### config.mk
export PLATFORM = sky130hd
export DESIGN_NAME = set_ctl
export DESIGN_NICKNAME = d
export VERILOG_FILES = /design/src/rtl/set_ctl.sv
export SDC_FILE = /design/constraint.sdc
export NUM_CORES = 1
export LEC_CHECK = 0
export CAP_MARGIN = 20
export CORE_ASPECT_RATIO = 1.75
export CORE_MARGIN = 3
export CORE_UTILIZATION = 49
export DETAILED_ROUTE_END_ITERATION = 8
export GPL_TIMING_DRIVEN = 0
export HOLD_SLACK_MARGIN = 0.02
export PLACE_DENSITY_LB_ADDON = 0.15
export SYNTH_ARGS = -nofsm -noshare
export SYNTH_HDL_FRONTEND = slang
export SYNTH_SLANG_ARGS = --single-unit
### constraint.sdc
create_clock -name CLK -period 1.58 [get_ports CLK]
set_input_delay 0.395 -clock CLK [delete_from_list [all_inputs] [get_ports CLK]]
set_output_delay 0.395 -clock CLK [all_outputs]
set_load 0.01 [all_outputs]
### src/rtl/set_ctl.sv
// ---------------------------------------------------------------------------
// set_ctl -- slow-peripheral settings register with guarded, deferred update.
//
// A settings-space write (BACT && SetCSWR) carries a configuration word on the
// address lines. The word is staged in a shadow register. It is applied only
// once the bus is sampled idle, so the slowdown controls never change in the
// middle of a bus cycle.
//
// Build option (define the macro to enable it):
//   SET_LOCK_EN  The configuration write must be preceded by a key write
//                (A == KEY) that arms the block for ARM_WIN cycles. When the
//                macro is not defined, any write is staged directly, there is
//                no key check, and Armed is tied low.
//
// Ports:
//   CLK          in   system clock; all state changes on the rising edge
//   nPOR         in   asynchronous active-low reset
//   BACT         in   bus cycle active
//   A[AW:1]      in   address lines carrying the config word (AW = NCH+TW)
//   SetCSWR      in   settings-space write select
//   SlowEn       out  per-channel slow enables; A[NCH:1] -> SlowEn[NCH-1:0]
//   SlowTimeout  out  slow timeout field; A[AW:NCH+1]
//   CfgStrobe    out  one-cycle pulse on the cycle new settings take effect
//   Armed        out  high while the block is armed by a key write
//   Reject       out  one-cycle pulse when a write is discarded
// ---------------------------------------------------------------------------
module set_ctl #(
  parameter int              NCH     = 7,
  parameter int              TW      = 4,
  parameter logic [TW-1:0]   TO_RST  = 4'd3,
  parameter logic [NCH-1:0]  EN_RST  = '1,
  parameter logic [NCH+TW-1:0] KEY   = 11'h5A5,
  parameter int              ARM_WIN = 15
) (
  input  logic              CLK,
  input  logic              nPOR,
  input  logic              BACT,
  input  logic [NCH+TW:1]   A,
  input  logic              SetCSWR,
  output logic [NCH-1:0]    SlowEn,
  output logic [TW-1:0]     SlowTimeout,
  output logic              CfgStrobe,
  output logic              Armed,
  output logic              Reject
);

  localparam int AW = NCH + TW;

  // Elaboration-time guard on the parameter ranges.
  if (ARM_WIN < 1 || ARM_WIN > 65535 || KEY > {AW{1'b1}}) begin : g_bad_param
    $error("set_ctl: ARM_WIN must be 1..65535 and KEY must fit in AW bits");
  end

  typedef enum logic [1:0] {
    ST_LOCKED = 2'd0,
    ST_ARMED  = 2'd1,
    ST_PEND   = 2'd2
  } state_e;

  // -------------------------------------------------------------------------
  // Request capture: one event per bus cycle, however long the strobe is.
  // -------------------------------------------------------------------------
  logic          wr_req_q;
  logic          wr_req_dly_q;
  logic [AW:1]   ar_q;
  logic          wr_pulse;

  // NOTE: sequential state uses non-blocking assignments so every flop samples
  // the pre-edge values of the others, independent of statement order.
  always_ff @(posedge CLK or negedge nPOR) begin
    if (!nPOR) begin
      wr_req_q     <= 1'b0;
      wr_req_dly_q <= 1'b0;
      ar_q         <= '0;
    end else begin
      wr_req_q     <= BACT && SetCSWR;
      wr_req_dly_q <= wr_req_q;
      // Latch the address only on the first sampled edge of the write.
      if (BACT && SetCSWR && !wr_req_q) begin
        ar_q <= A;
      end
    end
  end

  assign wr_pulse = wr_req_q && !wr_req_dly_q;

  // -------------------------------------------------------------------------
  // Control FSM
  // -------------------------------------------------------------------------
  state_e          state_q,   state_d;
  logic [AW:1]     shadow_q,  shadow_d;
  logic [NCH-1:0]  slow_en_q, slow_en_d;
  logic [TW-1:0]   timeout_q, timeout_d;
  logic            strobe_q,  strobe_d;
  logic            reject_q,  reject_d;

`ifdef SET_LOCK_EN
  localparam int            CW        = $clog2(ARM_WIN + 1);
  localparam logic [CW-1:0] ARM_WIN_C = CW'(ARM_WIN);

  logic [CW-1:0] cnt_q, cnt_d;
  logic          armed_q;
  logic          key_hit;

  assign key_hit = (ar_q == KEY);
`endif

  // NOTE: every always_comb output gets a default before the case statement;
  // a path that leaves one unassigned would infer a latch.
  always_comb begin
    state_d   = state_q;
    shadow_d  = shadow_q;
    slow_en_d = slow_en_q;
    timeout_d = timeout_q;
    strobe_d  = 1'b0;
    reject_d  = 1'b0;
`ifdef SET_LOCK_EN
    cnt_d     = cnt_q;
`endif

    case (state_q)
      ST_LOCKED: begin
        if (wr_pulse) begin
`ifdef SET_LOCK_EN
          if (key_hit) begin
            state_d = ST_ARMED;
            cnt_d   = ARM_WIN_C;
          end else begin
            reject_d = 1'b1;
          end
`else
          shadow_d = ar_q;
          state_d  = ST_PEND;
`endif
        end
      end

`ifdef SET_LOCK_EN
      ST_ARMED: begin
        // A write takes priority over window expiry in the same cycle.
        if (wr_pulse) begin
          if (key_hit) begin
            cnt_d = ARM_WIN_C;
          end else begin
            shadow_d = ar_q;
            cnt_d    = '0;
            state_d  = ST_PEND;
          end
        end else if (cnt_q <= CW'(1)) begin
          // The count is about to reach zero: disarm silently, no wrap.
          cnt_d   = '0;
          state_d = ST_LOCKED;
        end else begin
          cnt_d = cnt_q - CW'(1);
        end
      end
`endif

      ST_PEND: begin
        // Writes while a config is pending are dropped; the shadow is kept.
        if (wr_pulse) begin
          reject_d = 1'b1;
        end
        if (!BACT) begin
          slow_en_d = shadow_q[NCH:1];
          timeout_d = shadow_q[AW:NCH+1];
          strobe_d  = 1'b1;
          state_d   = ST_LOCKED;
        end
      end

      default: state_d = ST_LOCKED;
    endcase
  end

  always_ff @(posedge CLK or negedge nPOR) begin
    if (!nPOR) begin
      state_q   <= ST_LOCKED;
      shadow_q  <= '0;
      slow_en_q <= EN_RST;
      timeout_q <= TO_RST;
      strobe_q  <= 1'b0;
      reject_q  <= 1'b0;
`ifdef SET_LOCK_EN
      cnt_q     <= '0;
      armed_q   <= 1'b0;
`endif
    end else begin
      state_q   <= state_d;
      shadow_q  <= shadow_d;
      slow_en_q <= slow_en_d;
      timeout_q <= timeout_d;
      strobe_q  <= strobe_d;
      reject_q  <= reject_d;
`ifdef SET_LOCK_EN
      cnt_q     <= cnt_d;
      armed_q   <= (state_d == ST_ARMED);
`endif
    end
  end

  assign SlowEn      = slow_en_q;
  assign SlowTimeout = timeout_q;
  assign CfgStrobe   = strobe_q;
  assign Reject      = reject_q;
`ifdef SET_LOCK_EN
  assign Armed       = armed_q;
`else
  assign Armed       = 1'b0;
`endif

endmodule
==> results of run 1 <==
[worst max-delay path by stage]
stage,to,slack [ns],startpoint
after floorplan,shadow_q[10],0.30,state_q[1]
after global placement,ar_q[3],-0.61,nPOR
after detailed placement,SlowTimeout[2],-0.23,BACT
after CTS,SlowTimeout[2],0.0003,SlowTimeout[2]
after global routing,ar_q[7],0.01,BACT
final,CfgStrobe,0.06,CfgStrobe
[layout make-up]
| cell class | count | area (µm²) | area share [%] |
|---|---|---|---|
| Clock inverter | 1 | 5.005 | 0.2774 |
| Buffer | 4 | 27.53 | 1.526 |
| Tap cell | 27 | 33.78 | 1.872 |
| Clock buffer | 7 | 86.33 | 4.785 |
| Inverter | 1 | 3.754 | 0.2080 |
| Multi-Input combinational cell | 40 | 424.2 | 23.51 |
| Timing Repair Buffer | 27 | 261.5 | 14.49 |
| Sequential cell | 38 | 962.2 | 53.33 |
[state kept, by name, indices dropped and copies added (netlist names)]
register,flops
state_q,1
CfgStrobe,1
wr_req_dly_q,1
Reject,1
ar_q,11
shadow_q,11
SlowEn,7
wr_req_q,1
SlowTimeout,4
[where the power goes]
group / leakage (nW) / switching (mW) / internal [mW]
registers: 0.445 / 0.131 / 1.35
clock network: 0.0482 / 0.315 / 0.352
logic: 0.355 / 0.244 / 0.412
[synth_stat cells, types with 3 or more instances]
cell | instances | area, µm²
sky130_fd_sc_hd__buf_4 | 3 | 22.52
sky130_fd_sc_hd__dfrtp_1 | 29 | 725.7
sky130_fd_sc_hd__dfstp_2 | 9 | 236.5
sky130_fd_sc_hd__mux2_2 | 33 | 371.6
[kinds of logic (layout without fill, tap and decap cells)]
kind of cell | after synthesis | after routing | share of synthesized area [%]
flip-flops | 38 | 38 | 67.87
AND/OR/NAND/NOR | 5 | 5 | 2.913
multiplexers | 33 | 33 | 26.21
AO/OA/AOI/OAI | 1 | 1 | 0.5298
buffers and inverters | 5 | 40 | 2.206
other | 1 | 1 | 0.2645
[layer usage]
| metal | vias up | wire length [µm] |
|---|---|---|
| met5 | - | 0 |
| met4 | 0 | 56 |
| li1 | 351 | - |
| met2 | 23 | 1205 |
| met3 | 5 | 146 |
| met1 | 400 | 814 |
[what timing repair did]
action                     in CTS  in global routing
cloned                          0                  0
gates resized for setup         9                  3
setup endpoints to repair       9                  3
buffers inserted                0                  0
==> flow_summary_export.csv, run 1 <==
group,metric,value,unit
cts,cts_inserted_buffers,5,
finish,finish.net_count,132,
worst_hold_path,worst_hold_path_type,"in -> async",
critical_path,reg2regPathDepth,3,
finish,post-route-cell-area,1804,µm²
timing,fin_hold_ws,0.1929,ns
route,route.detailed.drc,0,
critical_path,crit_arrival,1.13,ns
synthesis,synthCells,83,
floorplan,rows,25,
global_routing,global_route.usage.total,15.94,%
critical_path,path_max_fanout,1,
global_routing,overflow,0,
synthesis,syn-mean-instance-area,17.08,µm²
critical_path,path_delay_family,"buffers and inverters",
critical_path,worst-setup-path-type,"reg -> out",
global_routing,maximum_number_of_pins_on_one_net_before_global_route_repair,39,
timing,fin_setup_tns,0,ns
power_and_ir_drop,static-leakage-power,0.8477,nW
synthesis,ys_seq_elements,38,
floorplan,die_height,77.16,µm
synthesis,ys_seq_area_share,67.87,%
placement,placer_congestion_estimate,0.7062,
critical_path,critical_path_buf_inv_count,1,
placement,numPlacedInstances,137,
floorplan,top_level_ports,29,
critical_path,critical_path.cell_chain,"clkdlybuf4s50_1",
finish,final.fill_count,204,
global_routing,antenna_found_initial,0,
timing,final-setup-viol-count,0,
global_routing,grt_pass1_wl,4015,µm
finish,drive_above_1_share,46.61,%
global_routing,globalRoute.busiestLayer,"met2",
placement,detailedPlacementHpwl,1563,µm
power_and_ir_drop,power,2.806,mW
timing,achievable-frequency,0.6570,GHz
cts,cts_hold_buffers,0,
timing,layout_min_cycle_time,1.522,ns
finish,layout-area-overhead-vs-synth,27.27,%
power_and_ir_drop,cellPowerDensity,1555,nW/µm²
critical_path,worst_path_largest_cell_delay,0.52,ns
synthesis,synth_flop_cell,"sky130_fd_sc_hd__dfrtp_1",
critical_path,crit_slowest_cell,"sky130_fd_sc_hd__clkdlybuf4s50_1",
cts,cts_sinks,38,
finish,final_util,66.30,%
cts,clock_tree.htree_level_count,2,
cts,cts_max_path_buffers,2,
global_routing,number_of_global_route_vias_before_repair,867,
timing,relSlewSlack,47.10,%
route,antenna_nets_post_route,0,
timing,worst_slack,0.05799,ns
placement,detailedPlace.worstSlack,-0.2287,ns
critical_path,reg2reg_setup_slack,0.17,ns
route,detail_route.wirelength,2223,µm
cts,tritoncts,"built",
synthesis,yosysWarningCount,0,
finish,mostFrequentLayoutCells,"33 x sky130_fd_sc_hd__mux2_2, 29 x sky130_fd_sc_hd__dfrtp_1, 14 x sky130_fd_sc_hd__clkdlybuf4s50_1",
critical_path,worst_ep_required_time,1.18,ns
cts,worst_skew_pair.late_latency,0.28,ns
flow_run,timing.max_cap.violations,0,
cts,clk_root_buffer_cell,"sky130_fd_sc_hd__clkbuf_8",
route,routed_via_density,5.372,
synthesis,synth.net_count,98,
timing,fin_skew,0.003606,ns
critical_path,reg2reg_from,"state_q[1]",
route,avgRoutedWirePerCell,15.33,µm
global_routing,grt_use_met1,18.40,%
global_routing,use_met2,25.28,%
timing,finalCritPeriodShare,96.33,%
synthesis,post_synth_num_cell_types,13,
floorplan,die-area,3600,µm²
finish,layout.cells.most_common,"sky130_fd_sc_hd__mux2_2",
synthesis,number_of_flops_mapped_to_enable_cells_by_yosys,0,
outcome,status,"finished, final reports clean",
placement,dpl_cell_area,1717,µm²
finish,finish.cell_count_without_fillers,145,
critical_path,crit_path_start_kind,"register",
critical_path,regToRegEndpoint,"shadow_q[9]",
route,drt_iter0_markers,3,
finish,antennaDiodeCount,0,
cts,clk_pin_slew_worst_paths,0.07,ns
timing,grt_setup_unrepaired,"no",
timing,final_hold_viol_count,0,
floorplan,die_width,46.66,µm
timing,tightest_slew,0.7935,ns
critical_path,worstSetupPathDepth,1,
route,via_count,779,
floorplan,initial_utilization,52.09,%
global_routing,grt_use_met3,5.634,%
floorplan,core-area,2721,µm²
synthesis,synth-async-reset-ratio,100.0,%
timing,finalMaxSlewViolations,0,
power_and_ir_drop,ir_worst_vdd,0.8276,mV
route,detailedRoute.firstPassIterationCount,2,
synthesis,syn_area,1418,µm²
placement,portBuffers,27,
critical_path,worst_setup_path_end_kind,"output port",
No activity file was read; power rests on OpenSTA's default activity.
==> run 2: changes to the inputs <==
==> constraint.sdc (replaced) <==
create_clock -name CLK -period 1.7 [get_ports CLK]
set_input_delay 0.425 -clock CLK [delete_from_list [all_inputs] [get_ports CLK]]
set_output_delay 0.425 -clock CLK [all_outputs]
set_load 0.01 [all_outputs]
==> run 2 against run 1 <==
First-iteration DRC count stayed put. Routed wire length is 0.40% lower. Die area stayed put. Utilization is 0.28 points lower. Non-clock buffer count stayed put. Critical path type unchanged. Hold slack better by 0.030 ns. Register-to-register slack better by 0.12 ns. Critical endpoint is now SlowTimeout[2]. Clock skew hardly changed. Design area is 0.42% lower. Clock-buffer cell count stayed put. Sequential share of layout area is 0.22 points higher.
==> flow_summary_export.csv, run 2 (synthesis results as in run 1) <==
group,metric,value,unit
floorplan,die_height,77.16,µm
critical_path,critical_path.cell_chain,"clkdlybuf4s50_1",
critical_path,crit_slowest_cell,"sky130_fd_sc_hd__clkdlybuf4s50_1",
timing,layout_min_cycle_time,1.598,ns
floorplan,initial_utilization,52.09,%
floorplan,die_width,46.66,µm
worst_hold_path,worst_hold_path_type,"in -> async",
floorplan,die-area,3600,µm²
route,detailedRoute.firstPassIterationCount,2,
cts,cts_inserted_buffers,5,
critical_path,crit_path_start_kind,"register",
power_and_ir_drop,ir_worst_vdd,0.7692,mV
cts,clk_root_buffer_cell,"sky130_fd_sc_hd__clkbuf_8",
timing,tightest_slew,0.7935,ns
cts,tritoncts,"built",
finish,layout.cells.most_common,"sky130_fd_sc_hd__mux2_2",
finish,layout-area-overhead-vs-synth,26.74,%
route,route.detailed.drc,0,
cts,cts_sinks,38,
route,routed_via_density,5.372,
timing,fin_setup_tns,0,ns
power_and_ir_drop,cellPowerDensity,1456,nW/µm²
placement,detailedPlace.worstSlack,-0.1387,ns
critical_path,critical_path_buf_inv_count,1,
flow_run,timing.max_cap.violations,0,
critical_path,crit_arrival,1.17,ns
floorplan,top_level_ports,29,
global_routing,maximum_number_of_pins_on_one_net_before_global_route_repair,39,
global_routing,antenna_found_initial,0,
critical_path,path_max_fanout,2,
global_routing,number_of_global_route_vias_before_repair,867,
cts,worst_skew_pair.late_latency,0.28,ns
finish,drive_above_1_share,46.61,%
placement,placer_congestion_estimate,0.7062,
critical_path,worst_setup_path_end_kind,"output port",
global_routing,grt_pass1_wl,4015,µm
timing,finalMaxSlewViolations,0,
finish,antennaDiodeCount,0,
timing,grt_setup_unrepaired,"no",
finish,mostFrequentLayoutCells,"33 x sky130_fd_sc_hd__mux2_2, 29 x sky130_fd_sc_hd__dfrtp_1, 17 x sky130_fd_sc_hd__clkdlybuf4s50_1",
global_routing,overflow,0,
timing,final_hold_viol_count,0,
route,avgRoutedWirePerCell,15.27,µm
finish,final_util,66.02,%
placement,numPlacedInstances,137,
cts,post-cts-setup-buffers,0,
power_and_ir_drop,static-leakage-power,0.8084,nW
route,antenna_nets_post_route,0,
timing,fin_skew,0.003421,ns
critical_path,worst-setup-path-type,"reg -> out",
route,via_count,779,
finish,finish.net_count,132,
timing,finalCritPeriodShare,94.00,%
timing,final-setup-viol-count,0,
cts,cts_max_path_buffers,2,
cts,clk_pin_slew_worst_paths,0.07,ns
timing,worst_slack,0.1020,ns
critical_path,worst_path_largest_cell_delay,0.54,ns
floorplan,core-area,2721,µm²
floorplan,rows,25,
timing,achievable-frequency,0.6258,GHz
route,detail_route.wirelength,2214,µm
finish,finish.cell_count_without_fillers,145,
outcome,status,"finished, final reports clean",
critical_path,worst_ep_required_time,1.27,ns
cts,cts_hold_buffers,0,
timing,relSlewSlack,47.10,%
placement,detailedPlacementHpwl,1563,µm
critical_path,path_delay_family,"buffers and inverters",
cts,clock_tree.htree_level_count,2,
route,drt_iter0_markers,3,
global_routing,global_route.usage.total,15.94,%
placement,portBuffers,27,
[run 2: cell types whose count changed in the layout (fill, tap and decap cells not counted)]
cell                              delta
sky130_fd_sc_hd__clkdlybuf4s50_1     +3
sky130_fd_sc_hd__dlymetal6s2s_1      -3
[run 2: per-stage QoR]
| step | hold WS (ns) | instance area (µm²) | power, mW |
|---|---|---|---|
| 5_1_grt | 0.2759 | 1797 | 2.775 |
| 2_1_floorplan | 0.1294 | 1418 | 1.731 |
| 6_report | 0.2229 | 1797 | 2.616 |
| 3_5_place_dp | 0.4099 | 1717 | 2.111 |
| 3_3_place_gp | 0.3999 | 1722 | 2.075 |
| 4_1_cts | 0.2479 | 1797 | 2.657 |
[run 2: report_power, final]
group          total, mW  switching (mW)  leakage (nW)  internal (mW)
combinational      0.616           0.227         0.315          0.390
clock              0.619           0.293        0.0482          0.327
sequential          1.38           0.124         0.445           1.26
[run 2: routing by layer]
| layer | global-route usage, % | wire length, µm | vias to the layer above |
|---|---|---|---|
| met5 | 0 | 0 | - |
| met4 | 7.479 | 56 | 0 |
| met3 | 5.634 | 140 | 5 |
| met2 | 25.28 | 1202 | 23 |
| met1 | 18.40 | 814 | 400 |
| li1 | - | - | 351 |
[run 2: cell type report]
class	count	area [µm²]
Clock buffer	7	86.33
Buffer	4	27.53
Multi-Input combinational cell	40	424.2
Clock inverter	1	5.005
Tap cell	27	33.78
Inverter	1	3.754
Sequential cell	38	962.2
Fill cell	206	924.6
Timing Repair Buffer	27	254.0
[run 2: worst paths after layout]
check	startpoint	to	slack (ns)	cells after the start
min in group CLK	wr_req_q	wr_req_dly_q	0.43	0
max	SlowTimeout[2]	SlowTimeout[2]	0.10	1
max reg2reg	state_q[1]	shadow_q[9]	0.29	3
max in group asynchronous	nPOR	ar_q[9]	0.98	1
min	nPOR	SlowTimeout[3]	0.22	1
min reg2reg	wr_req_q	wr_req_dly_q	0.43	0
[run 2: timing repair]
action,4_1_cts,5_1_grt
setup endpoints to repair,9,0
gates resized for setup,9,0
hold endpoints to repair,0,0
==> run 3: changes to the inputs <==
--- a/config.mk
+++ b/config.mk
@@ -5,14 +5,14 @@
 export SDC_FILE = /design/constraint.sdc
 export NUM_CORES = 1
 export LEC_CHECK = 0
-export CAP_MARGIN = 20
 export CORE_ASPECT_RATIO = 1.75
 export CORE_MARGIN = 3
 export CORE_UTILIZATION = 49
 export DETAILED_ROUTE_END_ITERATION = 8
 export GPL_TIMING_DRIVEN = 0
-export HOLD_SLACK_MARGIN = 0.02
+export HOLD_SLACK_MARGIN = 0.1
 export PLACE_DENSITY_LB_ADDON = 0.15
 export SYNTH_ARGS = -nofsm -noshare
 export SYNTH_HDL_FRONTEND = slang
 export SYNTH_SLANG_ARGS = --single-unit
+export TNS_END_PERCENT = 5
==> results of run 3 <==
The final DEF is identical to that of run 2; final timing and power are the same.
